<file path="config.mk">
export PLATFORM = sky130hd
export DESIGN_NAME = gpu_pixel_writer
export DESIGN_NICKNAME = d
export VERILOG_FILES = /design/src/rtl/gpu_pixel_writer_pkg.sv /design/src/rtl/gpu_pixel_fifo.sv /design/src/rtl/gpu_pixel_writer.sv
export SDC_FILE = /design/constraint.sdc
export NUM_CORES = 1
export LEC_CHECK = 0
export ABC_AREA = 1
export BUFFER_PORTS_ARGS = -buffer_cell sky130_fd_sc_hd__buf_2
export CAP_MARGIN = 20
export CORE_MARGIN = 3
export CORE_UTILIZATION = 60
export CTS_BUF_LIST = sky130_fd_sc_hd__clkbuf_16
export DETAILED_ROUTE_END_ITERATION = 8
export HOLD_SLACK_MARGIN = 0.05
export MAX_ROUTING_LAYER = met4
export PLACE_DENSITY = 0.92
export SYNTH_ARGS = -nofsm -noshare
export SYNTH_HDL_FRONTEND = slang
export SYNTH_SLANG_ARGS = --single-unit
</file>
<file path="constraint.sdc">
create_clock -name clk -period 6.1 [get_ports clk]
set_clock_uncertainty 0.1 [all_clocks]
set_input_delay 1.22 -clock clk [delete_from_list [all_inputs] [get_ports clk]]
set_output_delay 1.22 -clock clk [all_outputs]
set_load 0.03 [all_outputs]
</file>
<file path="src/rtl/gpu_pixel_writer_pkg.sv">
// Shared geometry, framebuffer constants and FSM encoding for the pixel writer slice.
// The GPU_PIXEL_CLIP_EN build macro is consumed by gpu_pixel_writer.
package gpu_pixel_writer_pkg;

    localparam int GPU_WIDTH_BITS    = 10;
    localparam int GPU_HEIGHT_BITS   = 9;
    localparam int GPU_SCREEN_WIDTH  = 640;
    localparam int GPU_SCREEN_HEIGHT = 480;
    localparam int GPU_COLOR_BITS    = 8;
    localparam int GPU_FB_ADDR_BITS  = 19;
    localparam int GPU_FIFO_DEPTH    = 4;

    typedef enum logic [1:0] {
        ST_IDLE = 2'd0,
        ST_REQ  = 2'd1,
        ST_DONE = 2'd2
    } wr_state_e;

endpackage

</file>
<file path="src/rtl/gpu_pixel_fifo.sv">
// Synchronous FIFO buffering pixel entries; DEPTH must be a power of two so the
// pointers wrap naturally.
module gpu_pixel_fifo
    import gpu_pixel_writer_pkg::*;
#(
    parameter int DATA_W = 28,
    parameter int DEPTH  = GPU_FIFO_DEPTH
) (
    input  logic              clk,
    input  logic              n_rst,
    input  logic              push,
    input  logic [DATA_W-1:0] wr_data,
    input  logic              pop,
    output logic [DATA_W-1:0] rd_data,
    output logic              full,
    output logic              empty
);

    localparam int PTR_W = (DEPTH > 1) ? $clog2(DEPTH) : 1;
    localparam logic [PTR_W:0] FULL_COUNT = (PTR_W + 1)'(DEPTH);

    logic [PTR_W-1:0]  wr_ptr_q, wr_ptr_d;
    logic [PTR_W-1:0]  rd_ptr_q, rd_ptr_d;
    logic [PTR_W:0]    count_q, count_d;
    logic [DATA_W-1:0] mem_q [DEPTH];
    logic              do_push, do_pop;

    assign full    = (count_q == FULL_COUNT);
    assign empty   = (count_q == '0);
    assign rd_data = mem_q[rd_ptr_q];

    // NOTE: every signal gets a default before any branch, so no path can infer a latch.
    always_comb begin
        do_push  = push && !full;
        do_pop   = pop && !empty;
        wr_ptr_d = wr_ptr_q + PTR_W'(do_push);
        rd_ptr_d = rd_ptr_q + PTR_W'(do_pop);
        count_d  = count_q;
        case ({do_push, do_pop})
            2'b10:   count_d = count_q + 1'b1;
            2'b01:   count_d = count_q - 1'b1;
            default: count_d = count_q;
        endcase
    end

    // NOTE: sequential state uses <= so every flop samples pre-edge values.
    always_ff @(posedge clk) begin
        if (!n_rst) begin
            wr_ptr_q <= '0;
            rd_ptr_q <= '0;
            count_q  <= '0;
        end else begin
            wr_ptr_q <= wr_ptr_d;
            rd_ptr_q <= rd_ptr_d;
            count_q  <= count_d;
        end
    end

    // NOTE: storage is not reset; count/pointers gate every read, so stale data is never used.
    always_ff @(posedge clk) begin
        if (do_push) begin
            mem_q[wr_ptr_q] <= wr_data;
        end
    end

endmodule

</file>
<file path="src/rtl/gpu_pixel_writer.sv">
// Pixel stream consumer: buffers (x,y,color,last) pixels and writes them to the
// framebuffer over req/ack. Define GPU_PIXEL_CLIP_EN to discard off-screen pixels.
module gpu_pixel_writer
    import gpu_pixel_writer_pkg::*;
#(
    parameter int WIDTH_BITS    = GPU_WIDTH_BITS,
    parameter int HEIGHT_BITS   = GPU_HEIGHT_BITS,
    parameter int SCREEN_WIDTH  = GPU_SCREEN_WIDTH,
    parameter int SCREEN_HEIGHT = GPU_SCREEN_HEIGHT,
    parameter int COLOR_BITS    = GPU_COLOR_BITS,
    parameter int ADDR_BITS     = GPU_FB_ADDR_BITS,
    parameter int FIFO_DEPTH    = GPU_FIFO_DEPTH
) (
    input  logic                   clk,
    input  logic                   n_rst,
    input  logic                   pix_valid,
    output logic                   pix_ready,
    input  logic [WIDTH_BITS-1:0]  pix_x,
    input  logic [HEIGHT_BITS-1:0] pix_y,
    input  logic [COLOR_BITS-1:0]  pix_color,
    input  logic                   pix_last,
    output logic                   mem_req,
    output logic [ADDR_BITS-1:0]   mem_addr,
    output logic [COLOR_BITS-1:0]  mem_data,
    input  logic                   mem_ack,
    output logic                   busy,
    output logic                   done
);

    localparam int ENTRY_W = WIDTH_BITS + HEIGHT_BITS + COLOR_BITS + 1;
`ifdef GPU_PIXEL_CLIP_EN
    localparam bit CLIP_EN = 1'b1;
`else
    localparam bit CLIP_EN = 1'b0;
`endif

    wr_state_e               state_q, state_d;
    logic [ADDR_BITS-1:0]    addr_q, addr_d;
    logic [COLOR_BITS-1:0]   data_q, data_d;
    logic                    last_q, last_d;

    logic                    fifo_full, fifo_empty, fifo_pop, take_head;
    logic [ENTRY_W-1:0]      head;
    logic [WIDTH_BITS-1:0]   head_x;
    logic [HEIGHT_BITS-1:0]  head_y;
    logic [COLOR_BITS-1:0]   head_color;
    logic                    head_last, head_clip;
    logic [ADDR_BITS-1:0]    head_addr;

    gpu_pixel_fifo #(
        .DATA_W (ENTRY_W),
        .DEPTH  (FIFO_DEPTH)
    ) u_fifo (
        .clk     (clk),
        .n_rst   (n_rst),
        .push    (pix_valid),
        .wr_data ({pix_x, pix_y, pix_color, pix_last}),
        .pop     (fifo_pop),
        .rd_data (head),
        .full    (fifo_full),
        .empty   (fifo_empty)
    );

    assign {head_x, head_y, head_color, head_last} = head;

    // Linear framebuffer address; anything beyond ADDR_BITS is silently dropped.
    assign head_addr = ADDR_BITS'(32'(head_y) * 32'(SCREEN_WIDTH) + 32'(head_x));
    assign head_clip = CLIP_EN && ((32'(head_x) >= 32'(SCREEN_WIDTH)) ||
                                   (32'(head_y) >= 32'(SCREEN_HEIGHT)));

    always_comb begin
        state_d   = state_q;
        addr_d    = addr_q;
        data_d    = data_q;
        last_d    = last_q;
        take_head = 1'b0;
        case (state_q)
            ST_IDLE: take_head = !fifo_empty;
            ST_REQ: begin
                if (mem_ack) begin
                    if (last_q)           state_d   = ST_DONE;
                    else if (!fifo_empty) take_head = 1'b1;
                    else                  state_d   = ST_IDLE;
                end
            end
            ST_DONE: state_d = ST_IDLE;
            default: state_d = ST_IDLE;
        endcase

        // Popping in REQ on the ack cycle gives back-to-back single-beat writes.
        fifo_pop = take_head;
        if (take_head) begin
            if (head_clip) begin
                state_d = head_last ? ST_DONE : ST_IDLE;
            end else begin
                state_d = ST_REQ;
                addr_d  = head_addr;
                data_d  = head_color;
                last_d  = head_last;
            end
        end
    end

    always_ff @(posedge clk) begin
        if (!n_rst) begin
            state_q <= ST_IDLE;
            addr_q  <= '0;
            data_q  <= '0;
            last_q  <= 1'b0;
        end else begin
            state_q <= state_d;
            addr_q  <= addr_d;
            data_q  <= data_d;
            last_q  <= last_d;
        end
    end

    assign pix_ready = !fifo_full;
    assign mem_req   = (state_q == ST_REQ);
    assign mem_addr  = addr_q;
    assign mem_data  = data_q;
    assign done      = (state_q == ST_DONE);
    assign busy      = (state_q != ST_IDLE) || !fifo_empty;

endmodule

</file>
==> results of run 1 <==
[report_power, final]
part	switching, mW	leakage (nW)	internal (mW)
logic	1.47	1.31	0.693
registers	0.0736	1.33	1.26
clock network	0.482	0.301	0.562
[registers in the layout, indices dropped and copies added (netlist names)]
name	count
u_fifo.mem_q	112
mem_addr	19
mem_data	8
u_fifo.count_q	3
state_q	2
u_fifo.rd_ptr_q	2
u_fifo.wr_ptr_q	2
last_q	1
[kinds of logic (layout without fill, tap and decap cells)]
logic type	count (synthesis)	count (layout)
and+or+nand+nor	184	184
DFF	149	149
AOI/OAI and AO/OA	131	131
buffers and inverters	73	147
adders and majority gates	23	23
xor gates and xnor gates	9	9
[through the flow]
stage | hold WS [ns] | instances
final | 0.369 | 776
after global routing | 0.406 | 776
after CTS | 0.372 | 775
after detailed placement | 0.364 | 743
after global placement | 0.359 | 743
after floorplan | 0.342 | 569
[layer usage]
layer	vias up	GRT usage, %	wire (µm)
met1	2184	30.1	5240
met2	291	42.3	6980
met5	-	-	0
met4	0	11.7	541
met3	67	5.61	1250
li1	2114	-	-
[area by class of cell]
type,count,share of cell area [%]
Multi-Input combinational cell,347,25.7
Tap cell,133,2.27
Sequential cell,149,56.1
Clock buffer,17,5.81
Timing Repair Buffer,68,5.02
Inverter,47,2.41
Clock inverter,15,2.72
[worst max path at each step]
stage	from	endpoint	slack [ns]
CTS	u_fifo.rd_ptr_q[0]	mem_addr[16]	1.72
floorplan	pix_valid	u_fifo.mem_q[0][0]	2.25
detailed placement	u_fifo.rd_ptr_q[0]	mem_addr[16]	1.85
global placement	u_fifo.rd_ptr_q[0]	mem_addr[16]	2.05
global route	u_fifo.rd_ptr_q[1]	mem_addr[17]	1.74
finish	u_fifo.rd_ptr_q[1]	mem_addr[16]	2.05
[worst reg2reg max path, stage by stage (launching register included)]
cell and delay [ns]:
dfxtp_1 0.30, buf_4 0.24, inv_1 0.80, a21oi_1 0.12
a32oi_1 0.40, ha_1 0.33, ha_1 0.25, fa_1 0.54
nand2_1 0.13, inv_1 0.09, nand2_1 0.08, nor2_2 0.11
nand3_1 0.09, o21ai_0 0.16, nand3_1 0.09, nand2_1 0.09
inv_1 0.04
[cells in the final DEF (no fill, tap or decap), types with 5 or more instances in the layout]
master	synthesis	final
clkinv_8	0	7
xnor2_1	5	5
o21ai_0	81	81
nand2_1	54	54
ha_1	20	20
buf_4	2	5
a21oi_1	19	19
edfxtp_1	112	112
a31oi_1	16	16
dfxtp_1	37	36
clkbuf_16	0	17
buf_2	10	62
nand3_1	18	18
inv_1	44	44
o22ai_1	9	9
nor2_1	94	94
==> out/metrics.cfg, run 1 <==
[logic_synthesis]
synth.avg_cell_area_um2 = 11.0
synth_simple_gate_area_share_pct = 12.3
syn_nets = 624
yosysTopAreaCell = edfxtp_1
synthesis.instances = 569
synth.area.top_cells = edfxtp_1, dfxtp_1, o21ai_0, nor2_1, ha_1
syn_area_um2 = 6270
yosysWarnings = 0
yosys.cell_count.top_type = edfxtp_1
yosysSeqAreaShare_pct = 65.5
synthFlopType = edfxtp_1
synth_compound_area_share_pct = 11.2
synthArstFlopShare_pct = 0
synth-seq-cells = 149
synth_top_area_share_pct = 53.7
muxShareOfSynthArea_pct = 0
synth_fa_ha_area_share_pct = 4.95
ys_types = 31
synth_top_family_by_area = simple AND/OR/NAND/NOR gates
synth-edff-count = 112
synth_xor_area_share_pct = 1.26
synth_commonest_cells = edfxtp_1, nor2_1, o21ai_0

[worst_setup_path]
crit_path_end_kind = register
path_cells = buf_4, inv_1, a21oi_1, a32oi_1, ha_1, ha_1, fa_1, nand2_1, inv_1, nand2_1, nor2_2, nand3_1, o21ai_0, nand3_1, nand2_1, inv_1
crit_path_max_incr_delay_ns = 0.79
crit_cells = 16
r2r_end = mem_addr[16]
crit_type = reg2reg
regToRegSetupSlack_ns = 2.05
r2r-start = u_fifo.rd_ptr_q[1]
path_delay_family = buffers and inverters
critPathRequiredTime_ns = 6.31
slowest_stage = inv_1
crit_arrival_ns = 4.26
crit_path_start_kind = register
critPathBufInv = 4
r2r_cells = 16
crit_path_max_fanout = 30

[worst_hold_path]
hold_depth = 2
worstHoldStart = mem_addr[7]
holdPathEnd = mem_addr[7]
hp-class = reg2reg

[power_and_ir_drop]
peakVddDrop_v = 0.000397
p_total_mw = 4.54
leakage_nw = 2.95
p_per_area_nw_per_um2 = 621

[global_routing]
grt_start_max_net_pins = 59
grt_pass1_vias = 4555
grt_pass1_wl_um = 22000
grt_usage_pct = 25.6
grt-ovfl-total = 0
antenna_found_initial = 0

[cells_and_area]
multi_input_area_um2 = 1880
n_antenna_cell = 0
nets = 685
drive_above_1_share_pct = 18.4
layout-area-overhead-vs-synth_pct = 16.8
utilization_pct = 73.6
fin_area_um2 = 7320
n_fill_cell = 592
seq_area_um2 = 4110

[route]
drc = 0
avgRoutedWirePerCell_um = 18.1
vias = 4656
firstDrtPassIters = 7
finalWirelength_um = 14000
ant_nets = 0
routed_via_density = 6.00
drt_iter0_markers = 490

[clocking]
cts_setup_buffers = 0
cts-root-buf = clkbuf_16
path_clk_slew_ns = 0.06
cts_tree = yes
cts_sinks = 149
cts_resized = 0
insertion_delay_ns = 0.42
cts_buffer_depth = 2
cts_made_buffers = 17
cts-hold-fix-buffers = 0
cts_max_level = 4

[floorplanning]
die-height_um = 108
num_rows = 36
dieArea_um2 = 11700
initial_core_util_pct = 63.0
die_x_um = 108
core_um2 = 9950
ios = 63

[run]
cap_violations = 0

[timing]
grt_setup_unrepaired = false
fin_crit_ns = 4.05
slew_headroom_pct = 31.0
period_share_pct = 66.4
hold_viol_final = 0
slew_viol_final = 0
final.setup.tns_ns = 0
fmax_mhz = 247
setup_viol = 0
tightest_slew_ns = 1.03
worst_slack_ns = 2.05

[placement]
place_area_um2 = 6680
gp_congestion = 0.848
port_buffers = 62
post-place-ws_ns = 1.85
dpl.hpwl_um = 7880

[run_status]
status = finished, final reports clean

Power figures use the tool's default switching activity.
==> inputs of run 2 (changes only) <==
--- a/config.mk
+++ b/config.mk
@@ -9,12 +9,12 @@
 export BUFFER_PORTS_ARGS = -buffer_cell sky130_fd_sc_hd__buf_2
 export CAP_MARGIN = 20
 export CORE_MARGIN = 3
-export CORE_UTILIZATION = 60
+export CORE_UTILIZATION = 53
 export CTS_BUF_LIST = sky130_fd_sc_hd__clkbuf_16
 export DETAILED_ROUTE_END_ITERATION = 8
 export HOLD_SLACK_MARGIN = 0.05
 export MAX_ROUTING_LAYER = met4
-export PLACE_DENSITY = 0.92
+export PLACE_DENSITY = 0.87
 export SYNTH_ARGS = -nofsm -noshare
 export SYNTH_HDL_FRONTEND = slang
 export SYNTH_SLANG_ARGS = --single-unit
==> constraint.sdc (replaced) <==
create_clock -name clk -period 3.51 [get_ports clk]
set_clock_uncertainty 0.1 [all_clocks]
set_input_delay 0.702 -clock clk [delete_from_list [all_inputs] [get_ports clk]]
set_output_delay 0.702 -clock clk [all_outputs]
set_load 0.03 [all_outputs]
==> run 2 against run 1 <==
Compared with the run above: maximum frequency increased by 22%; utilization down 9.7 points; non-clock buffer count increased by 6; sequential power rose by 75%; largest power group unchanged; critical path type unchanged; routed wire length grew 0.66%.
==> out/metrics.cfg, run 2 (synthesized netlist as in run 1, its figures left out) <==
[run_status]
status = finished, final reports clean

[clocking]
cts_sinks = 149  ; unchanged
insertion_delay_ns = 0.41  ; about the same
path_clk_slew_ns = 0.06  ; about the same
cts_tree = yes
cts_buffer_depth = 2  ; unchanged
cts-root-buf = clkbuf_16
cts_made_buffers = 17  ; unchanged
cts_setup_buffers = 0  ; unchanged
cts_max_level = 4  ; unchanged

[global_routing]
grt_start_max_net_pins = 56  ; -5.1%
antenna_found_initial = 0  ; unchanged
grt_pass1_wl_um = 21900  ; -0.47%
grt_usage_pct = 22.4  ; -3.1 points
grt-ovfl-total = 0  ; unchanged
grt_pass1_vias = 4475  ; -1.8%

[worst_setup_path]
crit_path_max_fanout = 25  ; -17%
critPathLaunch = u_fifo.rd_ptr_q[0]
crit_arrival_ns = 3.54  ; -0.72 ns
r2r_end = mem_addr[16]
regToRegSetupSlack_ns = 0.18  ; -1.87 ns
endpoint = mem_addr[16]
crit_type = reg2reg
r2r-start = u_fifo.rd_ptr_q[0]
crit_path_end_kind = register
r2r_cells = 15  ; -1
crit_path_start_kind = register
critPathRequiredTime_ns = 3.72  ; -2.59 ns

[timing]
period_share_pct = 94.8  ; +28 points
slew_headroom_pct = 58.8  ; +28 points
hold_viol_final = 0  ; unchanged
tightest_slew_ns = 0.619  ; -0.415 ns
fmax_mhz = 301  ; +22%
fin_crit_ns = 3.33  ; -0.721 ns
final.setup.tns_ns = 0  ; unchanged
setup_viol = 0  ; unchanged
slew_viol_final = 0  ; unchanged

[route]
avgRoutedWirePerCell_um = 17.8  ; -1.4%
drt_iter0_markers = 447  ; -8.8%
routed_via_density = 5.69  ; -5.2%
firstDrtPassIters = 5  ; -2
finalWirelength_um = 14100  ; +0.66%
vias = 4507  ; -3.2%
ant_nets = 0  ; unchanged
drc = 0  ; unchanged

[run]
cap_violations = 0  ; unchanged

[cells_and_area]
n_antenna_cell = 0  ; unchanged
largest_reg_flops = 112  ; unchanged
largest_register = u_fifo.mem_q
layout-area-overhead-vs-synth_pct = 16.8  ; about the same
final_cell_mix = edfxtp_1, nor2_1, o21ai_0, buf_2, nand2_1
layout_commonest_cell = edfxtp_1
nets = 691  ; +0.88%
drive_above_1_share_pct = 19.0  ; +0.60 points
utilization_pct = 63.9  ; -9.7 points
fin_area_um2 = 7320  ; about the same
n_fill_cell = 804  ; +36%

[power_and_ir_drop]
leakage_nw = 2.94  ; -0.29%
peakVddDrop_v = 0.000842  ; +110%
p_per_area_nw_per_um2 = 1070  ; +72%
p_total_mw = 7.80  ; +72%

[floorplanning]
ios = 63  ; unchanged
core_um2 = 11500  ; +15%
num_rows = 39  ; +8.3%
initial_core_util_pct = 54.7  ; -8.3 points
dieArea_um2 = 13200  ; +12%
die-height_um = 115  ; +6.0%
die_x_um = 115  ; +6.0%

[placement]
gp_congestion = 0.823  ; -2.9%
port_buffers = 62  ; unchanged
dpl.hpwl_um = 8280  ; +5.0%
place_area_um2 = 6740  ; +0.97%

[worst_hold_path]
hold_depth = 2  ; unchanged
worstHoldStart = mem_addr[7]
hp-class = reg2reg

## run 2: worst max-delay path, cell delays in order, from the launching register on
cell	delay, ns
dfxtp_2	0.54
inv_4	0.18
o21ai_1	0.22
o22ai_1	0.15
ha_1	0.36
ha_1	0.27
fa_1	0.53
nand2_1	0.11
inv_1	0.07
nand2_1	0.09
nor2_2	0.11
nand3_1	0.11
o21ai_0	0.16
nand3_1	0.09
nand2_1	0.08
inv_1	0.04
## run 2: final cells by class
| type | count | area (µm²) | area share [%] |
|---|---|---|---|
| timing repair buffer | 74 | 400 | 5.47 |
| clock inverter | 15 | 145 | 1.98 |
| sequential | 149 | 4110 | 56.0 |
| multi-input combinational | 347 | 1890 | 25.8 |
| clock buffer | 17 | 425 | 5.81 |
| inverter | 47 | 179 | 2.44 |
| tap | 143 | 179 | 2.44 |
## run 2: repair_timing
item,in CTS,in global routing
setup endpoints to repair,0,6
hold buffers,0,0
gates resized for setup,0,4
## run 2: routing by layer
metal  global-route usage, %  part of all wire (%)  vias to the layer above
met5                       -                     0                        -
met4                    11.0                   2.4                        0
met3                    4.84                   7.0                       40
met2                    37.4                    51                      217
met1                    25.8                    40                     2138
li1                        -                     -                     2112
## run 2: worst min path at each step
stage	slack (ns)	endpoint
after floorplan	0.34	u_fifo.count_q[0]
after global placement	0.36	u_fifo.count_q[0]
after detailed placement	0.37	mem_addr[7]
after CTS	0.38	mem_addr[7]
after global routing	0.39	u_fifo.mem_q[0][15]
final	0.39	mem_addr[7]
## run 2: through the flow
| step | worst slack [ns] | instances | hold WS [ns] |
|---|---|---|---|
| 6_report | 0.183 | 792 | 0.388 |
| 5_1_grt | -0.000226 | 792 | 0.386 |
| 4_1_cts | 0.0671 | 792 | 0.382 |
| 3_5_place_dp | 0.220 | 760 | 0.373 |
| 3_3_place_gp | 0.398 | 760 | 0.360 |
| 2_1_floorplan | 0.143 | 569 | 0.342 |
## run 2: power by group
| part | switching (mW) | total (mW) | internal [mW] |
|---|---|---|---|
| clock | 0.735 | 1.72 | 0.989 |
| sequential | 0.145 | 2.34 | 2.20 |
| combinational | 2.50 | 3.74 | 1.24 |
| total | 3.38 | 7.80 | 4.42 |
==> inputs of run 3 (changes only) <==
--- a/config.mk
+++ b/config.mk
@@ -9,12 +9,11 @@
 export BUFFER_PORTS_ARGS = -buffer_cell sky130_fd_sc_hd__buf_2
 export CAP_MARGIN = 20
 export CORE_MARGIN = 3
-export CORE_UTILIZATION = 53
+export CORE_UTILIZATION = 59
 export CTS_BUF_LIST = sky130_fd_sc_hd__clkbuf_16
 export DETAILED_ROUTE_END_ITERATION = 8
 export HOLD_SLACK_MARGIN = 0.05
-export MAX_ROUTING_LAYER = met4
-export PLACE_DENSITY = 0.87
+export PLACE_DENSITY = 0.91
 export SYNTH_ARGS = -nofsm -noshare
 export SYNTH_HDL_FRONTEND = slang
 export SYNTH_SLANG_ARGS = --single-unit
==> constraint.sdc (replaced) <==
create_clock -name clk -period 3.1 [get_ports clk]
set_clock_uncertainty 0.1 [all_clocks]
set_input_delay 0.62 -clock clk [delete_from_list [all_inputs] [get_ports clk]]
set_output_delay 0.62 -clock clk [all_outputs]
set_load 0.03 [all_outputs]
==> run 3 against run 2 <==
Compared with the run above: non-clock buffer count grew 6; utilization grew 10 points; hold slack lost 0.074 ns; via count grew 0.40%; combinational power grew 17%; setup slack lost 0.027 ns; cell count shrank 0.51%; count of clock-buffer cells in the layout is the same; largest cell class unchanged.
==> out/metrics.cfg, run 3 (synthesized netlist as in run 1, its figures left out) <==
[floorplanning]
die-height_um = 109  ; -4.9%
core_um2 = 10000  ; -12%
ios = 63  ; unchanged
num_rows = 36  ; -7.7%
dieArea_um2 = 11900  ; -9.7%
die_x_um = 109  ; -4.9%
initial_core_util_pct = 62.4  ; +7.7 points

[global_routing]
grt_usage_pct = 24.1  ; +1.7 points
antenna_found_initial = 0  ; unchanged
grt-ovfl-total = 0  ; unchanged
grt_pass1_wl_um = 21300  ; -3.0%
grt_pass1_vias = 4401  ; -1.7%
grt_start_max_net_pins = 56  ; unchanged

[clocking]
insertion_delay_ns = 0.42  ; about the same
cts_sinks = 149  ; unchanged
cts_max_level = 4  ; unchanged
cts_made_buffers = 17  ; unchanged
path_clk_slew_ns = 0.06  ; about the same
cts-root-buf = clkbuf_16
cts-hold-fix-buffers = 0  ; unchanged
cts_buffer_depth = 2  ; unchanged
cts_tree = yes

[route]
avgRoutedWirePerCell_um = 17.4  ; -2.3%
finalWirelength_um = 13700  ; -2.8%
vias = 4525  ; +0.40%
ant_nets = 0  ; unchanged
drc = 0  ; unchanged
routed_via_density = 5.74  ; +0.91%
drt_iter0_markers = 464  ; +3.8%
firstDrtPassIters = 5  ; unchanged

[cells_and_area]
nets = 697  ; +0.87%
layout-area-overhead-vs-synth_pct = 18.9
n_antenna_cell = 0  ; unchanged
fin_cells = 788  ; -0.51%
largest_register = u_fifo.mem_q
fin_area_um2 = 7450  ; +1.7%
layout_commonest_cell = edfxtp_1
largest_reg_flops = 112  ; unchanged
utilization_pct = 74.2  ; +10 points
final_cell_mix = edfxtp_1, nor2_1, o21ai_0, buf_2, nand2_1
drive_above_1_share_pct = 20.8  ; +1.8 points

[timing]
whs_ns = 0.313  ; -0.0742 ns
setup_viol = 0  ; unchanged
period_share_pct = 95.0  ; +0.17 points
tightest_slew_ns = 0.728  ; +0.109 ns
fmax_mhz = 340  ; +13%
fin_crit_ns = 2.94  ; -0.383 ns
slew_viol_final = 0  ; unchanged
final.setup.tns_ns = 0  ; unchanged
hold_viol_final = 0  ; unchanged
slew_headroom_pct = 51.2  ; -7.5 points

[placement]
dp_cells = 754  ; -0.79%
port_buffers = 62  ; unchanged
dpl.hpwl_um = 8480  ; +2.4%
place_area_um2 = 6800  ; +0.82%
gp_congestion = 0.876  ; +6.3%

[worst_setup_path]
critPathRequiredTime_ns = 3.32  ; -0.40 ns
crit_path_start_kind = register
crit_path_max_fanout = 13  ; -48%
crit_type = reg2reg
crit_path_end_kind = register
crit_arrival_ns = 3.16  ; -0.38 ns

[run]
cap_violations = 0  ; unchanged

[worst_hold_path]
hp-class = in2reg

[power_and_ir_drop]
peakVddDrop_v = 0.000664  ; -21%
leakage_nw = 3.01  ; +2.5%
p_per_area_nw_per_um2 = 1200  ; +13%

[run_status]
status = finished, final reports clean

==> run 3: changes by cell type in the layout (fill, tap and decap cells not counted), sizes merged <==
cell,previous run,this run
bufinv,1,2
clkinv,4,6
clkbuf,17,18
buf,74,79
inv,53,52
clkinvlp,4,2
==> run 3: routing by layer <==
metal / GRT usage (%) / part of all wire (%)
met4: 12.4 / 2.9
met5: 0 / 0
met2: 40.1 / 50
met1: 29.3 / 39
met3: 5.98 / 8.1
==> run 3: metrics by stage <==
| stage | power (mW) | setup slack (ns) |
|---|---|---|
| global route | 9.59 | -0.0289 |
| finish | 8.96 | 0.156 |
| global placement | 6.58 | 0.177 |
| floorplan | 5.83 | -0.267 |
| CTS | 8.76 | 0.0159 |
| detailed placement | 6.78 | -0.0103 |
==> run 3: final cells by class <==
class | count | area [µm²]
fill | 597 | 2590
inverter | 47 | 184
multi-input combinational | 347 | 1920
tap | 133 | 166
clock buffer | 17 | 425
sequential | 149 | 4110
clock inverter | 15 | 143
timing repair buffer | 80 | 500
==> run 3: worst max-delay path: stages (launching register included) <==
cell	delay [ns]
dfxtp_4	0.41
buf_12	0.15
nand2_1	0.10
a32oi_2	0.22
ha_1	0.28
ha_2	0.22
fa_1	0.57
nand2_2	0.09
inv_1	0.06
nand2_1	0.08
nor2_2	0.14
nand3_2	0.10
o21ai_2	0.12
nand3_1	0.08
nand2_1	0.08
inv_1	0.03
==> run 3: report_power, final <==
part           switching [mW]  total [mW]  internal [mW]
Combinational            2.86        4.36           1.50
Clock                   0.776        1.95           1.17
Sequential              0.159        2.65           2.49
Total                    3.80        8.96           5.17
==> run 3: final timing paths <==
check	cells after the start	startpoint	endpoint	slack, ns
worst max-delay path	15	u_fifo.rd_ptr_q[0]	mem_addr[16]	0.16
worst min-delay path	1	pix_color[6]	u_fifo.mem_q[1][7]	0.31
worst max register to register	15	u_fifo.rd_ptr_q[0]	mem_addr[16]	0.16
worst min register to register	2	mem_addr[7]	mem_addr[7]	0.37
==> run 3: repair_timing <==
action                                  4_1_cts  5_1_grt
pin swaps                                     0        4
endpoints found under the setup margin        2        6
gates resized for setup                       1       18
setup buffers                                 0        1
gates cloned                                  0        1
